[config.mk]
export PLATFORM = sky130hd
export DESIGN_NAME = wb_regfile
export DESIGN_NICKNAME = d
export VERILOG_FILES = /design/src/rtl/y86_pkg.sv /design/src/rtl/regfile_15x64.sv /design/src/rtl/wb_regfile.sv
export SDC_FILE = /design/constraint.sdc
export NUM_CORES = 2
export LEC_CHECK = 0
export BUFFER_PORTS_ARGS = -buffer_cell sky130_fd_sc_hd__buf_2
export CAP_MARGIN = 20
export CORE_ASPECT_RATIO = 2
export CORE_MARGIN = 2
export CORE_UTILIZATION = 58
export DETAILED_ROUTE_END_ITERATION = 8
export PLACE_DENSITY_LB_ADDON = 0.3
export SYNTH_ARGS = -nofsm -noshare
export SYNTH_HDL_FRONTEND = slang
export SYNTH_SLANG_ARGS = --single-unit
[constraint.sdc]
create_clock -name clk -period 11.7 [get_ports clk]
set_input_delay 0.585 -clock clk [delete_from_list [all_inputs] [get_ports clk]]
set_output_delay 0.585 -clock clk [all_outputs]
set_load 0.005 [all_outputs]
[src/rtl/y86_pkg.sv]
// Shared Y86-64 constants: status codes, instruction codes, register ids,
// and the writeback status FSM encoding.
package y86_pkg;

  // Processor status codes
  localparam logic [2:0] SBUB = 3'd0;
  localparam logic [2:0] SAOK = 3'd1;
  localparam logic [2:0] SHLT = 3'd2;
  localparam logic [2:0] SADR = 3'd3;
  localparam logic [2:0] SINS = 3'd4;

  // Instruction codes referenced by writeback
  localparam logic [3:0] IHALT = 4'h0;
  localparam logic [3:0] INOP  = 4'h1;

  // Register ids
  localparam logic [3:0] RRAX  = 4'h0;
  localparam logic [3:0] RRCX  = 4'h1;
  localparam logic [3:0] RRDX  = 4'h2;
  localparam logic [3:0] RRBX  = 4'h3;
  localparam logic [3:0] RRSP  = 4'h4;
  localparam logic [3:0] RRBP  = 4'h5;
  localparam logic [3:0] RRSI  = 4'h6;
  localparam logic [3:0] RRDI  = 4'h7;
  localparam logic [3:0] RR14  = 4'hE;
  localparam logic [3:0] RNONE = 4'hF;

  // Writeback status FSM: leaves RUN on an exceptional retire, returns only on reset
  typedef enum logic {
    ST_RUN    = 1'b0,
    ST_HALTED = 1'b1
  } wb_state_e;

  // Undefined status codes 5..7 are reported as an invalid instruction
  function automatic logic [2:0] norm_stat(input logic [2:0] s);
    return (s > SINS) ? SINS : s;
  endfunction

endpackage

[src/rtl/regfile_15x64.sv]
// Architectural register storage: two write ports (M wins on a shared
// destination), two combinational read ports, synchronous active-low clear.
// Reads return the pre-write value in the cycle of a write (no bypass).
module regfile_15x64
  import y86_pkg::*;
#(
  parameter int DATA_W = 64,
  parameter int NREG   = 15
) (
  input  logic              clk,
  input  logic              rst_n,
  input  logic              i_we_e,
  input  logic [3:0]        i_dst_e,
  input  logic [DATA_W-1:0] i_val_e,
  input  logic              i_we_m,
  input  logic [3:0]        i_dst_m,
  input  logic [DATA_W-1:0] i_val_m,
  input  logic [3:0]        i_src_a,
  input  logic [3:0]        i_src_b,
  output logic [DATA_W-1:0] o_rval_a,
  output logic [DATA_W-1:0] o_rval_b
);

  localparam logic [3:0] LAST_ID = 4'(NREG - 1);

  logic [DATA_W-1:0] r_regs [NREG];

  // Clear on reset; otherwise apply E then M so M takes priority on the same id
  always_ff @(posedge clk) begin
    if (!rst_n) begin
      for (int i = 0; i < NREG; i++) r_regs[i] <= '0;
    end else begin
      if (i_we_e && (i_dst_e <= LAST_ID)) r_regs[i_dst_e] <= i_val_e;
      if (i_we_m && (i_dst_m <= LAST_ID)) r_regs[i_dst_m] <= i_val_m;
    end
  end

  // Asynchronous read ports; ids past the array (RNONE) read as zero
  always_comb begin
    o_rval_a = '0;
    o_rval_b = '0;
    if (i_src_a <= LAST_ID) o_rval_a = r_regs[i_src_a];
    if (i_src_b <= LAST_ID) o_rval_b = r_regs[i_src_b];
  end

endmodule

[src/rtl/wb_regfile.sv]
// Y86-64 writeback stage: commit gating into the register file, sticky
// processor status FSM, and the retired-instruction counter.
// There is no handshake: W presents one instruction per cycle, and W_stall
// holds it (no state change) until the stall drops.
module wb_regfile
  import y86_pkg::*;
#(
  parameter int DATA_W = 64,
  parameter int NREG   = 15,
  parameter int CNT_W  = 64
) (
  input  logic              clk,
  input  logic              rst_n,
  input  logic [2:0]        W_stat,
  input  logic [3:0]        W_icode,
  input  logic [DATA_W-1:0] W_valE,
  input  logic [DATA_W-1:0] W_valM,
  input  logic [3:0]        W_dstE,
  input  logic [3:0]        W_dstM,
  input  logic              W_stall,
  input  logic [3:0]        d_srcA,
  input  logic [3:0]        d_srcB,
  output logic [DATA_W-1:0] d_rvalA,
  output logic [DATA_W-1:0] d_rvalB,
  output logic [2:0]        Stat,
  output logic              halted,
  output logic [CNT_W-1:0]  retired
);

  wb_state_e        r_state;
  wb_state_e        w_state_next;
  logic [2:0]       r_stat;
  logic [2:0]       w_stat_next;
  logic [CNT_W-1:0] r_retired;
  logic [CNT_W-1:0] w_retired_next;
  logic             w_live;
  logic             w_commit;
  logic             w_exc;
  logic             w_we_e;
  logic             w_we_m;

  // Status register, FSM state and counter; reset overrides any same-cycle commit
  always_ff @(posedge clk) begin
    if (!rst_n) begin
      r_state   <= ST_RUN;
      r_stat    <= SAOK;
      r_retired <= '0;
    end else begin
      r_state   <= w_state_next;
      r_stat    <= w_stat_next;
      r_retired <= w_retired_next;
    end
  end

  // Commit gating, next status and next count
  always_comb begin
    w_live         = !W_stall && (r_state == ST_RUN);
    w_commit       = w_live && (W_stat == SAOK);
    w_exc          = w_live && (W_stat >= SHLT);
    w_state_next   = r_state;
    w_stat_next    = r_stat;
    w_retired_next = r_retired;
    w_we_e         = w_commit && (W_dstE != RNONE);
    w_we_m         = w_commit && (W_dstM != RNONE);
    if (w_exc) begin
      w_state_next = ST_HALTED;
      w_stat_next  = norm_stat(W_stat);
    end else if (w_live) begin
      // Bubbles and normal instructions both report AOK
      w_stat_next = SAOK;
    end
    if (w_commit && (W_icode != INOP)) w_retired_next = r_retired + CNT_W'(1);
  end

  regfile_15x64 #(
    .DATA_W (DATA_W),
    .NREG   (NREG)
  ) u_regs (
    .clk      (clk),
    .rst_n    (rst_n),
    .i_we_e   (w_we_e),
    .i_dst_e  (W_dstE),
    .i_val_e  (W_valE),
    .i_we_m   (w_we_m),
    .i_dst_m  (W_dstM),
    .i_val_m  (W_valM),
    .i_src_a  (d_srcA),
    .i_src_b  (d_srcB),
    .o_rval_a (d_rvalA),
    .o_rval_b (d_rvalB)
  );

  assign Stat    = r_stat;
  assign halted  = (r_state == ST_HALTED);
  assign retired = r_retired;

endmodule

=== Word level (Yosys, flattened, before mapping) ===
Memory sizes are Yosys's and may differ from the RTL's.
Index checks and enable logic that the tools add are counted.
W data, S select, Z words.

* Flip-flop bits (word level): 68
* Bits in writable memories: 960
* Input port bits: 154
* Word-level logic and storage cells: 46
* Memories kept: 1

* $add $sub $neg: 1
* $lt $le $gt $ge: 6
* Equality and inequality tests: 4
* Multiplexer cells: 18
* Bitwise operators: 1
* Reduce and logical (&&, ||, !) cells: 12

{| class="wikitable"
|+ Memories
! memory !! depth !! width !! read ports !! clocked after Yosys merged registers in !! write ports !! line !! source
|-
| u_regs.r_regs || 15 || 64 || 2 || 0 || 15 || regfile_15x64.sv:26 || <nowiki>logic [DATA_W-1:0] r_regs [NREG];</nowiki>
|}

{| class="wikitable"
|+ Operators with widths
! cell !! number
|-
| $mux W64 || 4
|-
| $reduce_or A64 Y1 || 2
|-
| $add A64 B1 Y64 const B || 1
|-
| $le A4 B4 Y1 const B || 4
|-
| $mux W1 || 9
|-
| $mux W3 || 3
|-
| $logic_and A1 B1 Y1 || 8
|-
| $mux W4 || 2
|-
| $ne A4 B4 Y1 const B || 2
|-
| $ne A4 B1 Y1 const B || 1
|-
| $eq A3 B1 Y1 const B || 1
|-
| $ge A3 B2 Y1 const B || 1
|-
| $gt A3 B3 Y1 const B || 1
|-
| $reduce_bool A2 Y1 || 1
|-
| $logic_not A1 Y1 || 1
|-
| $not A1 Y1 || 1
|}

=== Longest topological paths before layout ===
* Depth in word-level cells: 10
* Mapped depth: 8
* Gate-level depth less buffers: 6

=== By module ===
A second synthesis with hierarchy kept.

* Cells, all modules: 4,240
* Area, all modules: 57,343.7 sq um

{| class="wikitable"
|+ By module, submodules not included
! module !! times used !! cells each !! area an instance (sq um) !! seq. area each (sq um)
|-
| regfile_15x64 || 1 || 3,832 || 53,979.3 || 28,827.6
|-
| wb_regfile || 1 || 408 || 3,364.5 || 1,361.3
|}

=== Worst setup path before layout ===
Ideal clock, no wire load.

* Kind: input to register
* Start point: in W_dstE[2]
* End point: mem u_regs.r_regs[4][0], enable pin
* Arrival time: 6.152 ns
* Required time: 11.125 ns
* Setup slack: 4.973 ns
* Stages: 4
* Cells stage by stage: clkbuf_1 > buf_1 > nand3_1 > o21ai_0

{| class="wikitable"
|+ RTL lines
! element !! line !! source
|-
| from (decl) || wb_regfile.sv:18 || <nowiki>input logic [3:0] W_dstE,</nowiki>
|-
| to (decl) || regfile_15x64.sv:26 ||
|}

=== Final worst setup path ===
* Start point: in d_srcA[0]
* End point: out d_rvalA[8]

* Cells in the longest elaborated chain, start to end: 2

{| class="wikitable"
|+ RTL lines
! element !! line !! source
|-
| from (decl) || wb_regfile.sv:21 || <nowiki>input logic [3:0] d_srcA,</nowiki>
|-
| $mem_v2 Z15 W64 or $le A4 B4 Y1 (tied branches) || - ||
|-
| $mux W64 * || regfile_15x64.sv:42 || <nowiki>if (i_src_a <= LAST_ID) o_rval_a = r_regs[i_src_a];</nowiki>
|-
| to (decl) || wb_regfile.sv:23 || <nowiki>output logic [DATA_W-1:0] d_rvalA,</nowiki>
|}

Mark *: on every way between the ends. The rest lies on a longest branch, timed or not.

==> summary.md <==
| Metric | Value |
|---|---|
| Yosys cell types | 52 |
| CTS max path bufs | 3 |
| CTS resizes | 0 |
| Final Net Count | 3986 |
| Placed cell count | ~5100 |
| CTS clock-pin slew for the worst setup and hold paths | approximately 0.080 ns |
| CP startpoint | d_srcA[0] |
| Num CTS Buffers | 95 |
| Compound-gate portion of the synthesized area | 15.2% |
| Worst r2r dst | u_regs.r_regs[7][12] |
| GRT met2 Usage | 63.5% |
| Setup Skew | 0.0273 ns |
| Drt wl/cell | between 40 and 50 microns |
| Non-Filler Instances | 5287 |
| Synthesized area | ~0.061 sq mm |
| Largest family of logic cells by synthesized area | multiplexers |
| Synth Area in XOR/XNOR | 0.357% |
| GPL Wtd Cong | 0.850 |
| DP Wirelength | 117000 microns |
| Crit-path leading delay family | buffers and inverters |
| Power density cells | 132 mW/mm^2 |
| RR Startpoint | halted |
| RSZ-0062 raised after global routing | false |
| Worst slew margin | between 10% and 20% |
| Startpoint Class | input pin |
| Simple logic cell fraction of the synthesized area | around 4% |
| Yosys top cell area share | 50.2% |
| Peak Freq | between 200 and 250 MHz |
| Global route total overflow | 0 |
| DR pass1 iterations | 8 |
| Num ports | 350 |
| Crit-path slowest cell | buf_4 |
| Reg-to-reg slack, setup | 7.21 ns |
| Core area | 0.105 sq mm |
| Top post-synthesis cells by area | edfxtp_1 (50%), mux4_2 (24%), a22o_1 (9.3%) |
| Met1 usage | ~49% |
| Global routing's busiest layer | met2 |
| CP Max Fanout | 48 |
| Worst-margin pin slew | approximately 1.3 ns |
| Commonest non-fill, non-tap cells in the layout | edfxtp_1 (1024), a22o_1 (649), mux4_2 (640) |
| Share of cells above drive strength 1 | 36.7% |
| Total Die Area | 0.108 sq mm |
| Mux contribution to synthesized area | 23.5% |
| Worst Reg-to-Reg Cells | 5 |
| Die W | 234 microns |
| Critical Path RT | 11.12 ns |
| Avg Cell Area, Syn | roughly 16 sq um |
| Post-synthesis async set-or-reset flop share | 0% |
| Hold slack | 0.174 ns |
| Final period util | between 40% and 50% |
| First DRT Iteration DRCs | ~7600 |
| Post-CTS setup buffer count | 0 |
| Final hold vios | 0 |
| Cts hold-fix bufs | 0 |
| Routed wire length | 219000 microns |
| Peak supply drop | 0.127 mV |
| Fin util | 63.7% |
| Final Slew Violations | 0 |
| Largest net degree at the start of global routing | 128 |
| Worst setup path class | input pin to primary output |
| Outcome | finished clean |
| Ys flop type | edfxtp_1 |
| Port Buffer Count | 349 |
| Clk root buf | clkbuf_16 |
| Area Growth Syn to Fin | 8.88% |
| Vias in the first global route | 44300 |
| Pleak | 23.1 nW |
| Worst skew pair latency | 0.74 ns |
| Most common cell after layout, fill and taps aside | edfxtp_1 |
| CTS tree | done |
| Post-synth EDFFs | 1024 |
| Synth Instances | 3817 |
| Area leader, netlist | edfxtp_1 |
| Final setup violation count | 0 |
| Cell Chain, Critical Path | buf_8 > buf_4 > buf_4 > mux4_2 > mux4_2 > nor2b_1 > buf_2 |
| Total track usage | 40.4% |
| Worst Setup EP | d_rvalA[8] |
| Row cnt | 168 |
| Vias/cell | 8.40 |
| Setup TNS | 0 ns |
| Final Critical Period | 4.91 ns |
| Register bit total from synthesis | 1092 |
| Adder-cell share of the synthesized area | less than 1% |
| CP bufs+invs | 4 |
| Hold/Removal Path Class | input pin to flip-flop |
| DIE HEIGHT | ~460 microns |
| Max Cap Viol | 0 |
| CTS Sinks | 1092 |
| WP depth | 7 |
| Met3 Resource Use GR | 11.7% |
| DRC viols | 0 |
| YS warnings | 0 |
| Initial antenna violation count | 32 |
| Initial core utilization | between 50% and 60% |
| CP max stage delay | 0.85 ns |
| First-pass GRT wire length | ~310000 microns |
| H-Tree Depth | 3 |
| Register area share after synthesis | 52.4% |
| Final ANT Viol Nets | 0 |
| CP Capture Type | primary output |
| Design Power | approximately 9 mW |
| Total number of vias | 44400 |
| Arrival @ worst endpoint | 4.33 ns |
[worst reg2reg max path: cells and delay by family (launching register included)]
family,cells,cell delay (ns)
AND/OR/NAND/NOR,4,2.84
buffers and inverters,1,0.82
flip-flops,1,0.40
[cell type report]
cell class	count	area, sq um
clock inverter	52	582
fill	7468	38000
tap	1360	1700
multi-input combinational	2187	27000
timing repair buffer	442	2600
antenna	20	50.0
clock buffer	121	2600
sequential	1092	32100
inverter	13	48.8
[worst min path at each step]
stage	startpoint	end	depth (start not counted)	slack (ns)
finish	W_stat[2]	Stat[2]	3	0.17
global route	rst_n	Stat[0]	2	0.18
floorplan	Stat[1]	Stat[1]	2	0.47
detailed placement	Stat[1]	Stat[1]	2	0.48
global placement	Stat[1]	Stat[1]	2	0.46
CTS	W_stat[2]	Stat[2]	3	0.13
[cells in the mapped netlist (4+ instances only)]
master and instances:
or3_1 36, nor3_4 4, nand3_1 32, o21ai_0 36, edfxtp_1 1024, or4_1 8, buf_1 73, and4_1 7
and2_1 5, dfxtp_1 68, a22o_1 649, nor4_4 8, mux4_2 640, buf_2 62, nor2_1 57, a22o_2 146
nor2b_1 132, nand4_1 32, buf_6 42, inv_1 13, clkbuf_1 410, xor2_1 10, nor4_1 11, and3_1 4
nand2b_1 4, a211o_1 6, o31ai_1 6, nand2_1 27, a21oi_1 40, xnor2_1 15, nor3_1 17, a32o_1 165
[per-layer routing]
layer | share of wire, % | vias up
li1 | - | 16400
met1 | 30 | 22200
met2 | 47 | 4593
met3 | 15 | 1167
met4 | 7.7 | 36
met5 | 0.10 | -
[registers in the layout (all words and copies together) (netlist names)]
register,flops
u_regs.r_regs,1024
Stat,3
retired,64
halted,1
[stage by stage]
step / setup WS [ns] / instance area [sq um]
2_1_floorplan: 4.97 / 61500
3_3_place_gp: 6.77 / 63300
3_5_place_dp: 6.74 / 63400
4_1_cts: 6.73 / 66600
5_1_grt: 6.53 / 66700
6_report: 6.79 / 66700
[where the power goes]
| group | switching (mW) | internal, mW | total [mW] | leakage [nW] |
|---|---|---|---|---|
| logic | 0.583 | 0.428 | 1.01 | 10.4 |
| clock network | 1.50 | 1.84 | 3.34 | 1.55 |
| registers | 0.0767 | 4.40 | 4.48 | 11.1 |
| total | 2.16 | 6.67 | 8.83 | 23.1 |
[logic make-up (layout without fill, tap and decap cells)]
| group | count (synthesis) | count (layout) |
|---|---|---|
| simple gates | 405 | 405 |
| other cells | 1 | 84 |
| buf+inv | 601 | 628 |
| compound gates | 1051 | 1051 |
| fa+ha+maj | 1 | 1 |
| xor+xnor | 25 | 25 |
| mux | 641 | 641 |
| flops | 1092 | 1092 |
Note: power is estimated with default switching activity, not from simulation.
